`config.mk`:
```
export PLATFORM = sky130hd
export DESIGN_NAME = instr_fetch_flat
export DESIGN_NICKNAME = d
export VERILOG_FILES = /design/src/rtl/rv_pkg.sv /design/src/rtl/instr_fetch_if.sv /design/src/rtl/fetch_pc_reg.sv /design/src/rtl/instr_fetch.sv /design/src/flat_wrapper.sv
export SDC_FILE = /design/constraint.sdc
export NUM_CORES = 1
export LEC_CHECK = 0
export CORE_MARGIN = 10
export CORE_UTILIZATION = 49
export CTS_BUF_LIST = sky130_fd_sc_hd__clkbuf_4
export DETAILED_ROUTE_END_ITERATION = 10
export PLACE_DENSITY = 0.88
export SLEW_MARGIN = 40
export SYNTH_ARGS = -nofsm -noshare
export SYNTH_HDL_FRONTEND = slang
export SYNTH_SLANG_ARGS = --single-unit
```
`constraint.sdc`:
```
create_clock -name clk -period 6.1 [get_ports clk]
set_input_delay 1.22 -clock clk [delete_from_list [all_inputs] [get_ports clk]]
set_output_delay 1.22 -clock clk [all_outputs]
set_load 0.05 [all_outputs]
```
`src/rtl/rv_pkg.sv`:
```
// Shared TP-03 datapath definitions: opcode constants, the canonical NOP and
// the fetch-stage state encoding.
package rv_pkg;

  localparam logic [6:0] OP_LOAD   = 7'b0000011;
  localparam logic [6:0] OP_IMM    = 7'b0010011;
  localparam logic [6:0] OP_STORE  = 7'b0100011;
  localparam logic [6:0] OP_BRANCH = 7'b1100011;

  // addi x0, x0, 0
  localparam logic [31:0] NOP_INST = 32'h0000_0013;

  typedef enum logic [1:0] {
    StIdle,
    StReq,
    StWait,
    StHold
  } fetch_state_t;

endpackage

```
`src/rtl/instr_fetch_if.sv`:
```
// Fetch-stage bus bundle: instruction-memory request/response, branch redirect
// and the decode-side instruction handshake.
interface instr_fetch_if;

  logic        imem_req_valid;
  logic [31:0] imem_req_addr;
  logic        imem_req_ready;
  logic        imem_rsp_valid;
  logic [31:0] imem_rsp_data;
  logic        branch_taken;
  logic [31:0] branch_target;
  logic        inst_valid;
  logic        inst_ready;
  logic [31:0] inst_out;
  logic [31:0] inst_pc;

  modport master (
    output imem_req_valid, imem_req_addr, inst_valid, inst_out, inst_pc,
    input  imem_req_ready, imem_rsp_valid, imem_rsp_data, branch_taken, branch_target,
           inst_ready
  );

  modport slave (
    input  imem_req_valid, imem_req_addr, inst_valid, inst_out, inst_pc,
    output imem_req_ready, imem_rsp_valid, imem_rsp_data, branch_taken, branch_target,
           inst_ready
  );

endinterface

```
`src/rtl/fetch_pc_reg.sv`:
```
// Program counter with next-PC selection: hold, sequential +4, or a
// word-aligned redirect (redirect wins).
module fetch_pc_reg #(
  parameter logic [31:0] RESET_PC = 32'h0000_0000
) (
  input  logic        clk,
  input  logic        rst_n,
  input  logic        inc_i,
  input  logic        redirect_i,
  input  logic [31:0] target_i,
  output logic [31:0] pc_o
);

  logic [31:0] pc_q, pc_d;
  logic        unused_target_lo;

  assign unused_target_lo = ^target_i[1:0];

  always_comb begin
    pc_d = pc_q;
    if (redirect_i) begin
      pc_d = {target_i[31:2], 2'b00};
    end else if (inc_i) begin
      pc_d = pc_q + 32'd4;
    end
  end

  always_ff @(posedge clk or negedge rst_n) begin
    if (!rst_n) begin
      pc_q <= RESET_PC;
    end else begin
      pc_q <= pc_d;
    end
  end

  assign pc_o = pc_q;

endmodule

```
`src/rtl/instr_fetch.sv`:
```
// Instruction fetch stage: single-outstanding imem reads, registered
// instruction/PC toward decode, branch redirect with stale-response dropping.
module instr_fetch #(
  parameter logic [31:0] RESET_PC = 32'h0000_0000,
  parameter logic [31:0] NOP_INST = rv_pkg::NOP_INST
) (
  input logic         clk,
  input logic         rst_n,
  instr_fetch_if.master fetch_io
);

  import rv_pkg::*;

  fetch_state_t state_q, state_d;
  logic         drop_q, drop_d;
  logic [31:0]  inst_q, inst_pc_q;
  logic [31:0]  pc;
  logic         pc_inc;
  logic         load_inst;
  logic         br;

  assign br = fetch_io.branch_taken;

  fetch_pc_reg #(
    .RESET_PC (RESET_PC)
  ) u_pc_reg (
    .clk        (clk),
    .rst_n      (rst_n),
    .inc_i      (pc_inc),
    .redirect_i (br),
    .target_i   (fetch_io.branch_target),
    .pc_o       (pc)
  );

  always_comb begin
    state_d   = state_q;
    drop_d    = drop_q;
    pc_inc    = 1'b0;
    load_inst = 1'b0;
    unique case (state_q)
      StIdle: state_d = StReq;
      StReq: begin
        if (fetch_io.imem_req_ready) begin
          state_d = StWait;
          // A redirect that coincides with acceptance leaves a stale read in flight.
          drop_d  = br;
        end
      end
      StWait: begin
        if (fetch_io.imem_rsp_valid) begin
          drop_d = 1'b0;
          if (!br && !drop_q) begin
            load_inst = 1'b1;
            state_d   = StHold;
          end else begin
            state_d = StReq;
          end
        end else if (br) begin
          drop_d = 1'b1;
        end
      end
      StHold: begin
        if (br) begin
          state_d = StReq;
        end else if (fetch_io.inst_ready) begin
          pc_inc  = 1'b1;
          state_d = StReq;
        end
      end
      default: state_d = StIdle;
    endcase
  end

  always_ff @(posedge clk or negedge rst_n) begin
    if (!rst_n) begin
      state_q   <= StIdle;
      drop_q    <= 1'b0;
      inst_q    <= NOP_INST;
      inst_pc_q <= RESET_PC;
    end else begin
      state_q <= state_d;
      drop_q  <= drop_d;
      if (load_inst) begin
        inst_q    <= fetch_io.imem_rsp_data;
        inst_pc_q <= pc;
      end
    end
  end

  assign fetch_io.imem_req_valid = (state_q == StReq);
  assign fetch_io.imem_req_addr  = pc;
  assign fetch_io.inst_valid     = (state_q == StHold);
  assign fetch_io.inst_out       = inst_q;
  assign fetch_io.inst_pc        = inst_pc_q;

endmodule

```
`src/flat_wrapper.sv`:
```
// flat-port wrapper written by rule: the top's interface ports become plain ports
module instr_fetch_flat import rv_pkg::*;
#(
  parameter logic [31:0] RESET_PC = 32'h0000_0000,
  parameter logic [31:0] NOP_INST = rv_pkg::NOP_INST
)
  (clk, rst_n, fetch_io_imem_req_valid, fetch_io_imem_req_addr, fetch_io_inst_valid, fetch_io_inst_out, fetch_io_inst_pc, fetch_io_imem_req_ready, fetch_io_imem_rsp_valid, fetch_io_imem_rsp_data, fetch_io_branch_taken, fetch_io_branch_target, fetch_io_inst_ready);
  instr_fetch_if fetch_io_i ();
  input logic clk;
  input logic rst_n;
  output wire logic [$bits(fetch_io_i.imem_req_valid)-1:0] fetch_io_imem_req_valid;
  output wire logic [$bits(fetch_io_i.imem_req_addr)-1:0] fetch_io_imem_req_addr;
  output wire logic [$bits(fetch_io_i.inst_valid)-1:0] fetch_io_inst_valid;
  output wire logic [$bits(fetch_io_i.inst_out)-1:0] fetch_io_inst_out;
  output wire logic [$bits(fetch_io_i.inst_pc)-1:0] fetch_io_inst_pc;
  input wire logic [$bits(fetch_io_i.imem_req_ready)-1:0] fetch_io_imem_req_ready;
  input wire logic [$bits(fetch_io_i.imem_rsp_valid)-1:0] fetch_io_imem_rsp_valid;
  input wire logic [$bits(fetch_io_i.imem_rsp_data)-1:0] fetch_io_imem_rsp_data;
  input wire logic [$bits(fetch_io_i.branch_taken)-1:0] fetch_io_branch_taken;
  input wire logic [$bits(fetch_io_i.branch_target)-1:0] fetch_io_branch_target;
  input wire logic [$bits(fetch_io_i.inst_ready)-1:0] fetch_io_inst_ready;
  assign fetch_io_imem_req_valid = fetch_io_i.imem_req_valid;
  assign fetch_io_imem_req_addr = fetch_io_i.imem_req_addr;
  assign fetch_io_inst_valid = fetch_io_i.inst_valid;
  assign fetch_io_inst_out = fetch_io_i.inst_out;
  assign fetch_io_inst_pc = fetch_io_i.inst_pc;
  assign fetch_io_i.imem_req_ready = fetch_io_imem_req_ready;
  assign fetch_io_i.imem_rsp_valid = fetch_io_imem_rsp_valid;
  assign fetch_io_i.imem_rsp_data = fetch_io_imem_rsp_data;
  assign fetch_io_i.branch_taken = fetch_io_branch_taken;
  assign fetch_io_i.branch_target = fetch_io_branch_target;
  assign fetch_io_i.inst_ready = fetch_io_inst_ready;
  instr_fetch #(.RESET_PC(RESET_PC), .NOP_INST(NOP_INST)) u_core (.clk(clk), .rst_n(rst_n), .fetch_io(fetch_io_i));
endmodule
```
Word level (Yosys, flattened, before mapping)
Cells that the tools add are included.
W data, S select, Z words.
{"block": "classes", "n_addsub": 1, "reduce_logical": 8, "n_eq_ne": 7, "n_mux": 18}
{"cell": "$mux W32", "count": 2}
{"cell": "$add A32 B3 Y32 const B", "count": 1}
{"cell": "$mux W2", "count": 5}
{"cell": "$mux W1", "count": 9}
{"cell": "$pmux W2 S4", "count": 1}
{"cell": "$reduce_and A3 Y1", "count": 2}
{"cell": "$eq A2 B2 Y1 const B", "count": 2}
{"cell": "$reduce_bool A2 Y1", "count": 2}
{"cell": "$ne A3 B1 Y1 const B", "count": 1}
{"cell": "$ne A3 B3 Y1 const B", "count": 1}
{"cell": "$eq A2 B1 Y1 const B", "count": 1}
{"cell": "$logic_not A1 Y1", "count": 2}
{"cell": "$logic_not A2 Y1", "count": 1}
{"cell": "$ne A2 B1 Y1 const B", "count": 1}
{"cell": "$ne A2 B2 Y1 const B", "count": 1}
{"cell": "$pmux W1 S2", "count": 1}
{"cell": "$logic_and A1 B1 Y1", "count": 1}
{"block": "word_totals", "output_inout_bits": 98, "regBits": 99, "word_cells": 39, "input_bits": 70}

Longest topological paths before layout
Gate-level depths: netlist of the first run.
{"block": "depth", "ltp_word": 5, "depth_mapped": 8, "ltp_nobuf": 6}

Hierarchy
A second synthesis of the first run with hierarchy kept.
{"block": "unflattened", "cells_unflattened": 352, "hier_area_um2": 4380.5}
{"module": "instr_fetch", "seq_area_each_um2": 1680.4, "instances": 1, "cells_each": 160, "area_per_inst_um2": 2651.3}
{"module": "fetch_pc_reg", "seq_area_each_um2": 750.7, "instances": 1, "cells_each": 192, "area_per_inst_um2": 1729.2}

Worst setup path before layout of the first run
No wires, ideal clock.
{"block": "synth_path", "kind": "input-to-reg", "startpoint": "input fetch_io_branch_taken", "endpoint": "register u_core.inst_pc_q[7] (netlist: u_core.fetch_io.inst_pc[7])", "n_path_buf": 3, "path_slack_ps": 3308, "arrival_ps": 2668, "setup_ps": 125, "path_stages": 6, "required_time_ps": 5975, "path_cell_list": "clkbuf_1 -> nor3_1 -> and2_1 -> clkbuf_1 -> buf_1 -> mux2_2"}
{"block": "synth_via", "elab_chain_len": 5}
{"element": "start, declared", "line_no": "flat_wrapper.sv:19", "text": "input wire logic [$bits(fetch_io_i.branch_taken)-1:0] fetch_io_branch_taken;"}
{"element": "$logic_not A1 Y1", "line_no": "instr_fetch.sv:52", "text": "if (!br && !drop_q) begin"}
{"element": "$logic_and A1 B1 Y1", "line_no": "instr_fetch.sv:52"}
{"element": "$mux W1", "line_no": "instr_fetch.sv:52"}
{"element": "$mux W1", "line_no": "instr_fetch.sv:50", "text": "if (fetch_io.imem_rsp_valid) begin"}
{"element": "$mux W1", "line_no": "instr_fetch.sv:40", "text": "unique case (state_q)"}
{"element": "end signal, assigned", "line_no": "instr_fetch.sv:85", "text": "inst_pc_q <= pc;"}
{"element": "end, declared", "line_no": "instr_fetch.sv:16", "text": "logic [31:0] inst_q, inst_pc_q;"}
No other way between the ends.
A chain may end at the register's enable or synchronous reset.

Worst setup path after layout of the first run
{"block": "layout_path", "startpoint": "input fetch_io_branch_taken", "endpoint": "register u_core.inst_pc_q[22] (netlist: u_core.fetch_io.inst_pc[22])"}
The elaborated chain is that of the path after synthesis.

==> summary.md, run 1 <==
| Metric | Value |
|---|---|
| Run status | finished clean |
| Final Worst Setup Slack | 2.72 ns |
| Util after Layout | 70.9% |
| FP Rows | 34 |
| Vias in the first global route | 3,679 |
| Chip Width | 114 um |
| ANT cells | 0 |
| EDFF count, synth | 0 |
| Vias | 3,515 |
| GR Util All Layers | 18.3% |
| Synth async-reset ratio | 100% |
| Postcts setup bufs | 0 |
| Syn_area_per_cell | 11.7 um2 |
| Synth Cell Area | 4310 um2 |
| Worst Hold Class | reg -> reg |
| # port buffers | 161 |
| Final setup viols | 0 |
| Hold Vio Cnt, Final | 0 |
| Post-route minimum period | 3.38 ns |
| H-Tree Depth | 3 |
| Count leader, synth | dfrtp_1 |
| Max frequency | 296 MHz |
| Max VDD drop | 0.278 mV |
| Crit Path Class | in -> reg |
| Filler cells | 637 |
| Worst EP required | 6.43 ns |
| Drt wl/cell | 18.7 um |
| Critical path capture point type | flop |
| Drt total wl | 11,900 um |
| Drt first pass iters | 4 |
| Net switching share of the total power | 47.1% |
| Fin crit share | 55.3% |
| Unique masters post-synth | 38 |
| Setup TNS | 0 ns |
| Fraction of layout cells with a size suffix above 1 | 17.1% |
| Initial antenna violation count | 0 |
| Die Height | 114 um |
| Top cells by count, synth | dfrtp_1, mux2_2, nor2_1, nand2_1 |
| Reg area | 2380 um2 |
| Synth top area cells | dfrtp_1, mux2_2, a31oi_1 |
| Worst-Margin Slew | 0.620 ns |
| Synth Register Bits | 95 |
| Initial Util | 49.9% |
| Post-Route Skew | 0.0213 ns |
| Via density | 5.54 |
| DRC | 0 |
| Pwr/cell area | 490 nW/um2 |
| # clock sinks | 95 |
| MaxCap Viol Count | 0 |
| Critical Path AT | 3.70 ns |
| Hold Buf Count CTS | 0 |
| Largest net degree at the start of global routing | 67 |
| Pre-CTS setup slack | 2.27 ns |
| Total CTS buffers | 9 |
| Placed cell count | 619 |
| Leakage | 2.50 nW |
| DIE AREA | 13,000 um2 |
| Seq pwr share | 33.3% |
| Overall power | 3.00 mW |
| Iter 0 DRT Violations | 226 |
| NetSw | 1.41 mW |
| I/O Pins | 168 |
| Nets | 597 |
| Slew Viols, Final | 0 |
| Largest fanout on the critical path | 38 |
| CTS tree | built |
| Clock tree buffer depth | 2 |
| RD Place Congestion | 0.815 |
| Root Driver | clkbuf_4 |
| Resized cells post-CTS | 0 |
| Ys flop type | dfrtp_1 |
| Internal cell power | 1.59 mW |
| First-pass GRT wire length | 19,400 um |
| Combinational share of power | 55.4% |
| Dpl hpwl | 9040 um |
| P&R area growth vs syn | 41.9% |
| Worst-path clk slew | 0.13 ns |
| Rel. slew slack | 58.3% |
| Clk_lat worst skew | 0.44 ns |
| Yosys warning count | 0 |
| RSZ-0062 raised after global routing | no |
| Clock power frac | 11.3% |
| Non-Filler Instances | 635 |
| Antenna Nets Post-Route | 0 |
| Leading area contributor after synthesis | dfrtp_1 |
| Area occupied by multi-input gates | 1790 um2 |
| Core outline area | 8640 um2 |
| Synth Instances | 367 |
| Sequential share of the synthesized area | 55.2% |
| Global route total overflow | 0 |
| Setup crit start kind | input port |
| Top-area cell type share of the netlist area | 53.4% |
power groups by stage:
stage | Sequential [mW] | Combinational [mW] | Clock, mW
floorplan | 1.76 | 0.315 | 0
global placement | 0.995 | 1.65 | 0
detailed placement | 1.02 | 1.68 | 0
CTS | 1.00 | 1.68 | 0.348
global route | 1.04 | 1.74 | 0.371
finish | 1.00 | 1.66 | 0.339
worst max-delay path, cell delays in order:
cell and delay (ns):
clkdlybuf4s50_1 0.39, buf_4 0.23, nor3_1 0.27, and2_2 0.60, buf_4 0.54, mux2_2 0.41
placed cells by master, fill, tap and decap left out, drive strengths merged:
cell type and count:
dfstp 3, and4 2, dfrtp 92, or2 2, and2 2, nand4b 1
nand3 14, nand2b 2, a311o 2, clkbuf 10, clkinvlp 1, o21bai 1
mux2i 3, ha 5, inv 13, o21ai 15, nor2 21, or3 4
a31oi 15, nand2 20, o41ai 1, nand4 8, clkdlybuf4s50 160, clkinv 3
xor2 2, o31ai 12, conb 4, nor4 6, nor3 5, mux2 62
bufinv 1, and3 2, a21oi 4, a311oi 1, or4 13, xnor2 10
buf 4, a31o 1
state kept, by name, summed over array words and instances (netlist names):
signal,cells
u_core.u_pc_reg.pc_o,30
u_core.state_q,2
u_core.fetch_io.inst_pc,30
u_core.drop_q,1
u_core.fetch_io.inst_out,32
per-layer routing:
metal	share of wire [%]	GRT usage, %
met1	40	22.3
met4	1.5	4.93
met5	0	0
met3	8.6	6.46
met2	50	30.3
logic make-up (layout without fill, tap and decap cells):
family                     after synthesis  after routing  synth area share [%]
AOI/OAI and AO/OA                       52             52                  7.72
xor gates and xnor gates                12             12                  2.44
adders and majority gates                5              5                  1.45
buffers and inverters                   35            192                  3.57
DFF                                     95             95                  55.2
muxes                                   65             65                  16.9
other                                    1              4                0.0870
and+or+nand+nor                        102            102                  12.6
path summary, 6_finish.rpt:
path                                              from                          end  slack [ns]  cells past startpoint
hold reg to reg            u_core.fetch_io.inst_pc[25]  u_core.fetch_io.inst_pc[25]        0.52                      1
setup / recovery                 fetch_io_branch_taken  u_core.fetch_io.inst_pc[22]        2.72                      6
min in group asynchronous                        rst_n  u_core.fetch_io.inst_pc[18]        0.68                      1
setup reg to reg                     u_core.state_q[0]  u_core.fetch_io.inst_pc[22]        3.37                      7
max in group asynchronous                        rst_n      u_core.u_pc_reg.pc_o[3]        4.51                      2
hold / removal             u_core.fetch_io.inst_pc[25]  u_core.fetch_io.inst_pc[25]        0.52                      1
cell type report:
cell class                      instances  area share, %
Timing Repair Buffer                  164           26.7
Clock inverter                          6          0.961
Inverter                               12          0.736
Clock buffer                           10           1.23
Multi-Input combinational cell        240           29.2
Sequential cell                        95           38.9
Tap cell                              108           2.21
through the flow:
stage                     instance area, um2  hold slack [ns]
after global placement                  5980            0.488
after detailed placement                5980            0.495
final                                   6120            0.521
after global routing                    6120            0.534
after floorplan                         4320            0.560
after CTS                               6120            0.527
(Power assumes the default switching activity.)
==> run 2, diff against run 1 <==
Settings changed: CORE_UTILIZATION 49 to 41, PLACE_DENSITY 0.88 to 0.79.
Clock period 6.1 ns to 2.81 ns, I/O delays scaled along.
==> run 2 against run 1 <==
Cell area grew 2.1%. Register-to-register slack worse by 2.7 ns. Sequential power rose by 120%. Worst hold slack worse by 0.0071 ns. Non-clock buffer count is 6 higher. Combinational power up 120%. Count of clock-buffer cells in the layout shrank 1. Global-route usage shrank 2.1 points. First-iteration DRC count shrank 23%. Die area is 16% higher. Largest power group unchanged. Setup slack got worse by 2.5 ns. Utilization decreased by 10 points.
==> summary.md, run 2 (synthesized netlist as in run 1, its figures left out) <==
| Metric | Value |
|---|---|
| Chip Width | 123 um |
| Leakage | 2.55 nW |
| Final setup viols | 0 |
| Clk_lat worst skew | 0.46 ns |
| Met2 usage | 26.7% |
| Initial antenna violation count | 0 |
| Initial Util | 42.0% |
| Worst-Margin Slew | 0.589 ns |
| RD Place Congestion | 0.813 |
| Dpl hpwl | 9220 um |
| First-pass GRT wire length | 19,100 um |
| Critical path capture point type | primary output |
| Drt first pass iters | 4 |
| Total CTS buffers | 9 |
| Run status | finished clean |
| Root Driver | clkbuf_4 |
| Worst-path clk slew | 0.15 ns |
| Drt total wl | 12,300 um |
| Via density | 5.14 |
| Setup TNS | 0 ns |
| DIE AREA | 15,000 um2 |
| Fraction of layout cells with a size suffix above 1 | 17.3% |
| CTS tree | built |
| Post-Route Skew | 0.0140 ns |
| Nets | 603 |
| Iter 0 DRT Violations | 173 |
| Global routing's busiest layer | met2 |
| P&R area growth vs syn | 44.9% |
| Global route total overflow | 0 |
| DRC | 0 |
| Max FFs per register | 32 |
| I/O Pins | 168 |
| Worst EP required | 2.25 ns |
| Util after Layout | 60.8% |
| Overall power | 6.57 mW |
| Vias | 3,436 |
| H-Tree Depth | 3 |
| Worst Hold Class | in -> async |
| Non-Filler Instances | 668 |
| MaxCap Viol Count | 0 |
| Placed cell count | 651 |
| Die Height | 123 um |
| Vias in the first global route | 3,612 |
| # port buffers | 161 |
| R2r setup slk | 0.71 ns |
| Post-route minimum period | 2.62 ns |
| Commonest non-fill, non-tap cell in the layout | clkdlybuf4s50_1 |
| RSZ-0062 raised after global routing | no |
| Rel. slew slack | 60.4% |
| Largest net degree at the start of global routing | 57 |
| Most frequent cells in the layout | clkdlybuf4s50_1, dfrtp_1, mux2_2, nor2_1, nand2_1 |
| Pwr/cell area | 1050 nW/um2 |
| CP Launch Point | u_core.state_q[1] |
| Antenna Nets Post-Route | 0 |
| Slew Viols, Final | 0 |
| Hold Vio Cnt, Final | 0 |
| Hold WS | 0.514 ns |
| Core outline area | 10,300 um2 |
| Critical Path AT | 2.06 ns |
| FP Rows | 37 |
| Met1 Usage GRT | 18.6% |
| GR Util All Layers | 16.2% |
| Max VDD drop | 0.529 mV |
| Clock tree buffer depth | 2 |
| Reg-to-reg startpoint | u_core.u_pc_reg.pc_o[4] |
| Met3 usage | 7.30% |
| Largest fanout on the critical path | 5 |
| # clock sinks | 95 |
| Fin crit share | 93.2% |
| Crit Path Class | reg -> out |
| ANT cells | 0 |
| Max frequency | 382 MHz |
| Drt wl/cell | 18.4 um |
| Setup crit start kind | flop |
==> run 2: cell count changes in the layout (fill, tap and decap cells not counted) <==
cell           before  now
buf_6               1    0
dlygate4sd3_1       0    1
clkbuf_4           10    9
buf_12              0    3
bufinv_16           1    2
inv_1              11   12
inv_2               1    0
clkinv_1            2    3
buf_4               3    6
clkinvlp_4          1    0
inv_6               1    0
==> run 2: through the flow <==
stage,area (um2),setup slack (ns)
after global routing,6250,0.0574
after detailed placement,6070,0.289
after global placement,6070,0.382
after floorplan,4320,0.397
after CTS,6220,0.158
final,6250,0.190
==> run 2: final timing paths <==
| kind | to | cells after the start |
|---|---|---|
| worst max-delay path | fetch_io_imem_req_valid | 3 |
| worst min-delay path | u_core.u_pc_reg.pc_o[22] | 2 |
| worst max register to register | u_core.u_pc_reg.pc_o[18] | 4 |
| worst min register to register | u_core.fetch_io.inst_pc[5] | 1 |
| max in group asynchronous | u_core.fetch_io.inst_out[1] | 3 |
| min in group clk | u_core.fetch_io.inst_pc[5] | 1 |
==> run 2: area by class of cell <==
type                    instances  area (um2)
clock buffers                   9        67.6
fillers                       875        4030
inverters                      12        45.0
clock inverters                 6        76.3
repair buffers                170        1720
multi-input cells             240        1790
flip-flops and latches         95        2380
well taps                     136         170
==> run 2: power breakdown <==
group / internal [mW] / leakage [nW] / switching (mW)
clock: 0.347 / 0.0783 / 0.451
combinational: 1.31 / 1.31 / 2.30
sequential: 1.86 / 1.16 / 0.295
==> run 2: worst max-delay path: stages, from the launching register on <==
cell,delay [ns]
dfrtp_1,0.43
inv_1,0.11
ha_1,0.23
clkdlybuf4s50_1,0.83
==> run 2: what timing repair did <==
action,in CTS,in global routing
setup buffers,0,0
resized for setup,0,0
endpoints found under the hold margin,0,17
hold buffers,0,1
==> run 2: layer usage <==
| metal | share of wire (%) | vias to the layer above |
|---|---|---|
| met5 | 0 | - |
| met4 | 1.2 | 0 |
| met3 | 9.1 | 12 |
| met2 | 50 | 116 |
| met1 | 40 | 1662 |
| li1 | - | 1646 |
